<file path="config.mk">
export PLATFORM = sky130hd
export DESIGN_NAME = alu_seq_unit
export DESIGN_NICKNAME = d
export VERILOG_FILES = /design/src/rtl/alu_seq_unit.sv
export SDC_FILE = /design/constraint.sdc
export NUM_CORES = 1
export LEC_CHECK = 0
export CAP_MARGIN = 20
export CORE_ASPECT_RATIO = 1.75
export CORE_UTILIZATION = 65
export CTS_BUF_LIST = sky130_fd_sc_hd__clkbuf_16
export DETAILED_ROUTE_END_ITERATION = 10
export MAX_ROUTING_LAYER = met4
export PLACE_DENSITY_LB_ADDON = 0.2
export SLEW_MARGIN = 25
export SYNTH_ARGS = -nofsm -noshare
export SYNTH_HDL_FRONTEND = slang
export SYNTH_SLANG_ARGS = --single-unit
</file>
<file path="constraint.sdc">
create_clock -name clk -period 9.7 [get_ports clk]
set_input_delay 2.91 -clock clk [delete_from_list [all_inputs] [get_ports clk]]
set_output_delay 2.91 -clock clk [all_outputs]
set_load 0.01 [all_outputs]
</file>
<file path="src/rtl/alu_seq_unit.sv">
// rtl/alu_seq_unit.sv - sequential ALU with iterative shift-add multiplier and ARM-style flags
module alu_seq_unit #(
  parameter int WIDTH = 32
) (
  input  logic             clk,
  input  logic             reset_n,
  input  logic             in_valid,
  output logic             in_ready,
  input  logic [4:0]       op,
  input  logic             s_bit,
  input  logic [WIDTH-1:0] a,
  input  logic [WIDTH-1:0] b,
  output logic             out_valid,
  input  logic             out_ready,
  output logic [WIDTH-1:0] result,
  output logic             out_err,
  output logic             c_flag,
  output logic             z_flag,
  output logic             n_flag,
  output logic             v_flag
);

  localparam int CW = $clog2(WIDTH);
  localparam logic [CW-1:0] LAST_CNT = CW'(WIDTH - 1);

  typedef enum logic [1:0] {IDLE, MUL, HOLD} stateT;

  stateT            state, nextState;
  logic             accept;
  logic             isMulOp;
  logic             isArith;
  logic             isLegal;
  logic [WIDTH-1:0] addX, addY;
  logic             addCin;
  logic [WIDTH:0]   addSum;
  logic             addV;
  logic [WIDTH-1:0] aluRes;
  logic [WIDTH-1:0] mulA, mulB, mulAcc, mulStep;
  logic [CW-1:0]    mulCnt;
  logic             mulS;

  assign isMulOp = (op == 5'd12);
  assign isArith = (op >= 5'd4) && (op <= 5'd9);
  assign isLegal = (op <= 5'd12);

  always_comb begin
    nextState = state;
    in_ready  = 1'b0;
    case (state)
      IDLE:    in_ready = 1'b1;
      HOLD:    in_ready = out_ready;
      default: in_ready = 1'b0;
    endcase
    accept = in_valid && in_ready;
    case (state)
      IDLE: if (accept) nextState = isMulOp ? MUL : HOLD;
      MUL:  if (mulCnt == LAST_CNT) nextState = HOLD;
      HOLD: begin
        if (accept)         nextState = isMulOp ? MUL : HOLD;
        else if (out_ready) nextState = IDLE;
      end
      default: nextState = IDLE;
    endcase
  end

  assign out_valid = (state == HOLD);

  // Every subtract form is x + ~y + cin, so C falls out as NOT-borrow.
  always_comb begin
    addX   = a;
    addY   = b;
    addCin = 1'b0;
    case (op)
      5'd5: addCin = c_flag;
      5'd6: begin addY = ~b; addCin = 1'b1; end
      5'd7: begin addY = ~b; addCin = c_flag; end
      5'd8: begin addX = b; addY = ~a; addCin = 1'b1; end
      5'd9: begin addX = b; addY = ~a; addCin = c_flag; end
      default: ;
    endcase
    addSum = {1'b0, addX} + {1'b0, addY} + {{WIDTH{1'b0}}, addCin};
    addV   = (addX[WIDTH-1] == addY[WIDTH-1]) && (addSum[WIDTH-1] != addX[WIDTH-1]);
  end

  always_comb begin
    aluRes = '0;
    case (op)
      5'd0:  aluRes = a & b;
      5'd1:  aluRes = a & ~b;
      5'd2:  aluRes = a | b;
      5'd3:  aluRes = a ^ b;
      5'd4, 5'd5, 5'd6, 5'd7, 5'd8, 5'd9: aluRes = addSum[WIDTH-1:0];
      5'd10: aluRes = b;
      5'd11: aluRes = ~b;
      default: aluRes = '0;
    endcase
  end

  assign mulStep = mulAcc + (mulB[0] ? mulA : '0);

  always_ff @(posedge clk or negedge reset_n) begin
    if (!reset_n) state <= IDLE;
    else          state <= nextState;
  end

  always_ff @(posedge clk or negedge reset_n) begin
    if (!reset_n) begin
      result  <= '0;
      out_err <= 1'b0;
      c_flag  <= 1'b0;
      z_flag  <= 1'b0;
      n_flag  <= 1'b0;
      v_flag  <= 1'b0;
      mulA    <= '0;
      mulB    <= '0;
      mulAcc  <= '0;
      mulCnt  <= '0;
      mulS    <= 1'b0;
    end else if (state == MUL) begin
      if (mulCnt == LAST_CNT) begin
        result  <= mulStep;
        out_err <= 1'b0;
        if (mulS) begin
          n_flag <= mulStep[WIDTH-1];
          z_flag <= (mulStep == '0);
        end
      end else begin
        mulAcc <= mulStep;
        mulA   <= mulA << 1;
        mulB   <= mulB >> 1;
        mulCnt <= mulCnt + CW'(1);
      end
    end else if (accept) begin
      if (isMulOp) begin
        mulA   <= a;
        mulB   <= b;
        mulAcc <= '0;
        mulCnt <= '0;
        mulS   <= s_bit;
      end else if (isLegal) begin
        result  <= aluRes;
        out_err <= 1'b0;
        if (s_bit) begin
          n_flag <= aluRes[WIDTH-1];
          z_flag <= (aluRes == '0);
          if (isArith) begin
            c_flag <= addSum[WIDTH];
            v_flag <= addV;
          end
        end
      end else begin
        result  <= '0;
        out_err <= 1'b1;
      end
    end
  end

endmodule
</file>
==> results.ini <==
[drt]
via_per_inst = 6.77
drt_wl_total_mm = 44.0
drt_iter0_markers = 1324
ant_nets = 0
drc = 0
first_pass_iters = 6
wl_per_cell_um = 21.4
vias = 13900

[cells_and_area]
num-fill-cells = 1506
stdcell_area_mm2 = 0.0148
finish.utilization_pct = 75.1
final_layout_size_suffix_gt1_share_pct = 5.08
fin_nets = 1971
instances_no_fill = 2055
antenna_cells = 0
areaGrowthSynthToFinish_pct = 13.1

[power_and_ir_drop]
comb_power_share_pct = 37.1
ir_drop_mv = 0.165
p_clk_share_pct = 28.1
p_leak_nw = 6.79
pwr_density_cell_mw_per_mm2 = 164
internal_power_mw = 1.51
p_sw_uw = 927
power.share.sequential_pct = 34.8
switching_share_pct = 38.0

[yosys]
async_flop_share_pct = 100
synth_nets = 1947
yosys.area.top_type = dfrtp_1
synth_top_area_share_pct = 26.9
synth_area_leaders = dfrtp_1 (27%), ha_1 (9.2%), o21ai_0 (8.2%)
synth.avg_cell_area_um2 = 7.38
syn_area_mm2 = 0.0131
synthCells = 1774
synth-seq-cells = 141
ys_seq_area_share_pct = 26.9
synth_common_cells = nand2_1 (249), o21ai_0 (214), a21oi_1 (175), nor2_1 (169), dfrtp_1 (141)
synth.distinct_cells = 80
synth_most_common_cell = nand2_1
yosys_warnings = 0
synth_ff_type = dfrtp_1
synth_edf_count = 0

[sta]
report.final.slew_viol_count = 0
finalCritPeriodShare_pct = 82.0
period_minus_slack_ns = 7.96
fmax_mhz = 126
holdWs_ns = 0.475
setup_tns_ns = 0
rsz0062_at_grt = no
slew_headroom_pct = 40.0
worst_pin_slew_ns = 0.900
setup_violations = 0
hold_viol_final = 0
skew_ns = 0.00908

[global_route]
globalRouteMet2Util_pct = 72.6
grt_pass1_vias = 13200
antenna_found_initial = 0
grt_pass1_wl_mm = 69.1
grt_max_degree = 100
grt.busiest_layer = met2
grt_util_met1_pct = 52.5
globalRouteOverflowTotal = 0
track_usage_pct = 44.7
met3_usage_pct = 6.95

[cts]
clk_path_buf_depth = 2
post-cts-setup-buffers = 0
clkLatencyLatePin_ns = 0.45
cts_sinks = 141
htreeDepth = 4
cts_buffers = 17
cts_tree = done
clockRootBuffer = clkbuf_16
ctsResizeCount = 0
clk_pin_slew_worst_paths_ns = 0.06
cts_hold_buf = 0

[floorplanning]
dieArea_mm2 = 0.0207
die_w_um = 109
die_h_um = 190
start_util_pct = 66.3
ios = 113
core-area_mm2 = 0.0197
fp-row-count = 68

[placement]
place_area_mm2 = 0.0142
dp_hpwl_mm = 33.1
dp.cells = 2024
port_buffers = 112
gp_congestion = 1.05

[setup_path]
end_kind = flop
r2r_slack_ns = 4.74
start_kind = input port
reg2reg_depth = 12
critical_path_arrival_ns = 8.34
setup.worst_path.start = op[4]
critical_path_required_ns = 10.09
rr_endpoint = z_flag
r2r_start = mulB[0]
crit_end = z_flag
path_class = input port to flop
worstPathMaxFanout = 38

[status]
status = complete, no violations

[job]
drv_cap = 0

[worst_hold_path]
holdCritPathClass = flop to flop

==> routing by layer <==
layer	routed length [µm]	share of wire, %
met1	16600	38
met2	21500	49
met3	3430	7.8
met4	2430	5.5
met5	0	0
==> power by group through the flow <==
stage | clock network (mW) | registers [mW] | logic (mW)
floorplan | 0 | 0.826 | 0.576
global placement | 0 | 0.844 | 0.856
detailed placement | 0 | 0.853 | 0.877
CTS | 0.683 | 0.844 | 0.886
global route | 0.703 | 0.863 | 0.994
finish | 0.685 | 0.847 | 0.904
==> cells by family after synthesis <==
group,share of synthesized area (%)
adders and majority gates,9.63
xor gates and xnor gates,3.55
muxes,1.42
and+or+nand+nor,20.7
AOI/OAI and AO/OA,31.4
buffers and inverters,6.40
DFF,26.9
==> cell type report <==
type	instances	area [µm²]	share of cell area, %
multi-input cells	1418	8800	59.4
clock buffers	17	425	2.87
clock inverters	14	166	1.12
well taps	245	307	2.07
flip-flops and latches	141	3530	23.8
inverters	90	338	2.28
repair buffers	130	1250	8.45
==> stage by stage <==
stage                     power [mW]  worst slack [ns]
final                           2.44              1.74
after global routing            2.56              1.31
after CTS                       2.41              1.83
after detailed placement        1.73              1.40
after global placement          1.70              1.59
after floorplan                 1.40              2.23
==> state kept, by name (all words and copies together) (netlist names) <==
register  count
mulS          1
mulAcc       32
out_err       1
z_flag        1
c_flag        1
state         2
n_flag        1
mulA         32
mulB         32
mulCnt        5
result       32
v_flag        1
==> critical path, cell delays in order <==
cell             delay (ns)
clkdlybuf4s50_1        0.68
nor4b_2                0.41
buf_4                  0.38
nor2b_2                0.15
a221o_1                0.33
fa_1                   0.45
fa_1                   0.44
a211oi_1               0.33
o311ai_0               0.31
a31oi_1                0.39
xor2_1                 0.16
o21ai_0                0.12
a2111oi_0              0.44
nand4_1                0.18
nor4bb_1               0.38
a41oi_1                0.17
nand2_1                0.09
==> cells in the final DEF, fill, tap and decap left out, types with 10 or more instances in the layout <==
master / count
o31ai_1: 12
nand4_1: 19
ha_1: 96
nand3_1: 17
dfrtp_1: 141
a21o_1: 29
o21ai_0: 214
a22o_1: 23
a221o_1: 33
nor4_1: 15
a31oi_1: 10
nand2_1: 249
a21oi_1: 175
clkbuf_16: 17
and2_1: 38
clkdlybuf4s50_1: 110
and3_1: 11
buf_4: 18
xor2_1: 22
o221ai_1: 11
o211ai_1: 20
xnor2_1: 31
a211oi_1: 13
nor3_1: 26
mux2i_1: 13
o22ai_1: 16
nor2_1: 168
o21a_1: 16
inv_1: 90
==> worst min path at each step <==
stage	from	to	slack [ns]	depth (start not counted)
after floorplan	mulB[10]	mulB[10]	0.45	2
after global placement	result[15]	result[15]	0.46	2
after detailed placement	result[29]	result[29]	0.46	2
after CTS	result[29]	result[29]	0.48	2
after global routing	result[29]	result[29]	0.51	2
final	result[17]	result[17]	0.47	2
Power figures use the tool's default switching activity.
==> patch: new RTL, same flow settings <==
Change the parameter `WIDTH` from 32 to 64.
--- a/src/rtl/alu_seq_unit.sv
+++ b/src/rtl/alu_seq_unit.sv
@@ -2,3 +2,3 @@
 module alu_seq_unit #(
-  parameter int WIDTH = 32
+  parameter int WIDTH = 64
 ) (
Interface: changed (resized a, b and result); port bits go from 113 to 209. The function was not compared with the original's and may differ.
==> patch against the original RTL <==
- the flow now finishes with violations (DRC)
- sequential cell count up 129
- power increased by 93%
- global-route usage is 3.7 points higher
- cell area grew 96%
- non-clock buffer count rose by 131
- via count is 110% higher
- combinational power rose by 120%
- register-to-register slack worse by 0.90 ns
- first-iteration DRC count rose to 2.5 times the old value
- worst setup slack got worse by 1.0 ns
- routed wire length rose by 120%
- area after synthesis increased by 99%
- maximum frequency shrank 11%
- largest cell class unchanged
- largest power group unchanged
==> patch: results (changes against the original RTL) <==
The largest stage delay on the critical path is 0.73 ns (+0.05 ns). The number of H-tree branching levels is 1 (-3). The starting DRC count in detailed routing came out at 3351 (+150%).

The transition time at the pin with the least slew margin is 1.05 ns (+0.149 ns). The clock latency at the later pin of the worst-skew pair is 0.59 ns (+0.14 ns). The half-perimeter wire length of the detailed placement result is 73900 µm (+120%).

The data arrival time of the critical path came to 9.50 ns (+1.16 ns). The iteration count of the initial detailed-routing pass is 11 (+5). The quantity of I/O buffers inserted on ports is 208 (+86%).

The largest fanout on the critical path is 33 (-13%). The number of nets in the synthesized netlist is 3931 (+100%). The post-detailed-route DRC marker count came out at 1 (+1). The global-route wire length before repair is 150000 µm (+120%).

On the critical path the largest part of the delay comes from simple AND/OR/NAND/NOR gates. The worst clock skew came out at 0.0428 ns (+0.0337 ns). The filler cell count in the final layout was 3109 (+110%). The maximum vdd ir drop came out at 0.169 mV (+2.4%).

The global-route usage over all layers is 48.4% (+3.7 points). The ratio of cells with drive above 1 in the final layout was 4.44% (-0.64 points). The flow ran to the end, but the final reports show violations. The via count of the first global-routing pass was 27479 (+110%). The clock buffer count from CTS came out at 26 (+9). The master of the slowest instance on the critical path is sky130_fd_sc_hd__a2111oi_0. The final cell count without fillers is 4138 (+100%). The growth of design area from synthesis to finish came out at 11.6%. The total routed wirelength is 98200 µm (+120%). The maximum count of clock buffers along a single path came to 3 (+1). Sorting the synthesized cells by how often they occur yields sky130_fd_sc_hd__nand2_1, sky130_fd_sc_hd__a21oi_1, sky130_fd_sc_hd__nor2_1. The register area share after synthesis is 26.0% (-0.99 points). The final reports fail on DRC.

The pin count of the biggest net entering global routing came out at 223 (+120%). The detailed-route vias per instance was 7.04 (+4.0%). In this run the worst setup path begins at op[2].
[patch: cell type report]
class / instances / area, µm² / share of cell area (%)
multi-input combinational: 2904 / 17700 / 61.0
sequential: 270 / 6760 / 23.3
timing repair buffer: 261 / 2490 / 8.57
clock buffer: 27 / 676 / 2.33
inverter: 165 / 619 / 2.13
tap: 490 / 613 / 2.11
clock inverter: 21 / 188 / 0.646
[patch: worst min-delay path, cell delays in order, from the launching register on]
cell and delay, ns:
sky130_fd_sc_hd__dfrtp_1 0.34, sky130_fd_sc_hd__nand2_1 0.04, sky130_fd_sc_hd__o21ai_0 0.06
[patch: kinds of logic after synthesis]
| kind of cell | count (synthesis) | synth area share, % |
|---|---|---|
| simple gates | 1266 | 21.8 |
| flops | 270 | 26.0 |
| buf+inv | 425 | 6.40 |
| mux | 30 | 1.19 |
| compound gates | 1301 | 31.4 |
| fa+ha+maj | 194 | 9.41 |
| xor+xnor | 113 | 3.80 |
[patch: worst paths after layout]
check	end	slack [ns]	depth (start not counted)
setup / recovery	z_flag	0.71	21
hold / removal	mulB[19]	0.48	2
setup reg to reg	z_flag	3.84	16
hold reg to reg	mulB[19]	0.48	2
max in group asynchronous	mulB[62]	5.98	2
min in group asynchronous	result[10]	2.36	1
[patch: power breakdown]
group | switching, µW | internal [µW]
Combinational | 1250 | 764
Clock | 476 | 587
Sequential | 211 | 1410
Total | 1940 | 2760
[patch: metal layers]
layer / track usage, % / vias up / wire length [µm]
li1: - / 13022 / -
met1: 53.8 / 13477 / 33900
met2: 76.4 / 2083 / 44500
met3: 10.5 / 550 / 11200
met4: 36.1 / 0 / 8580
met5: - / - / 0
[patch: per-stage QoR]
step                      hold slack [ns]  worst slack [ns]  utilization, %  power [µW]
final                               0.482             0.709            73.7        4700
after global routing                0.501             0.402            73.7        4930
after CTS                           0.485             0.941            73.7        4620
after detailed placement            0.464             0.374            71.5        3560
after global placement              0.460             0.466            71.5        3480
after floorplan                     0.445             0.807               -        2830
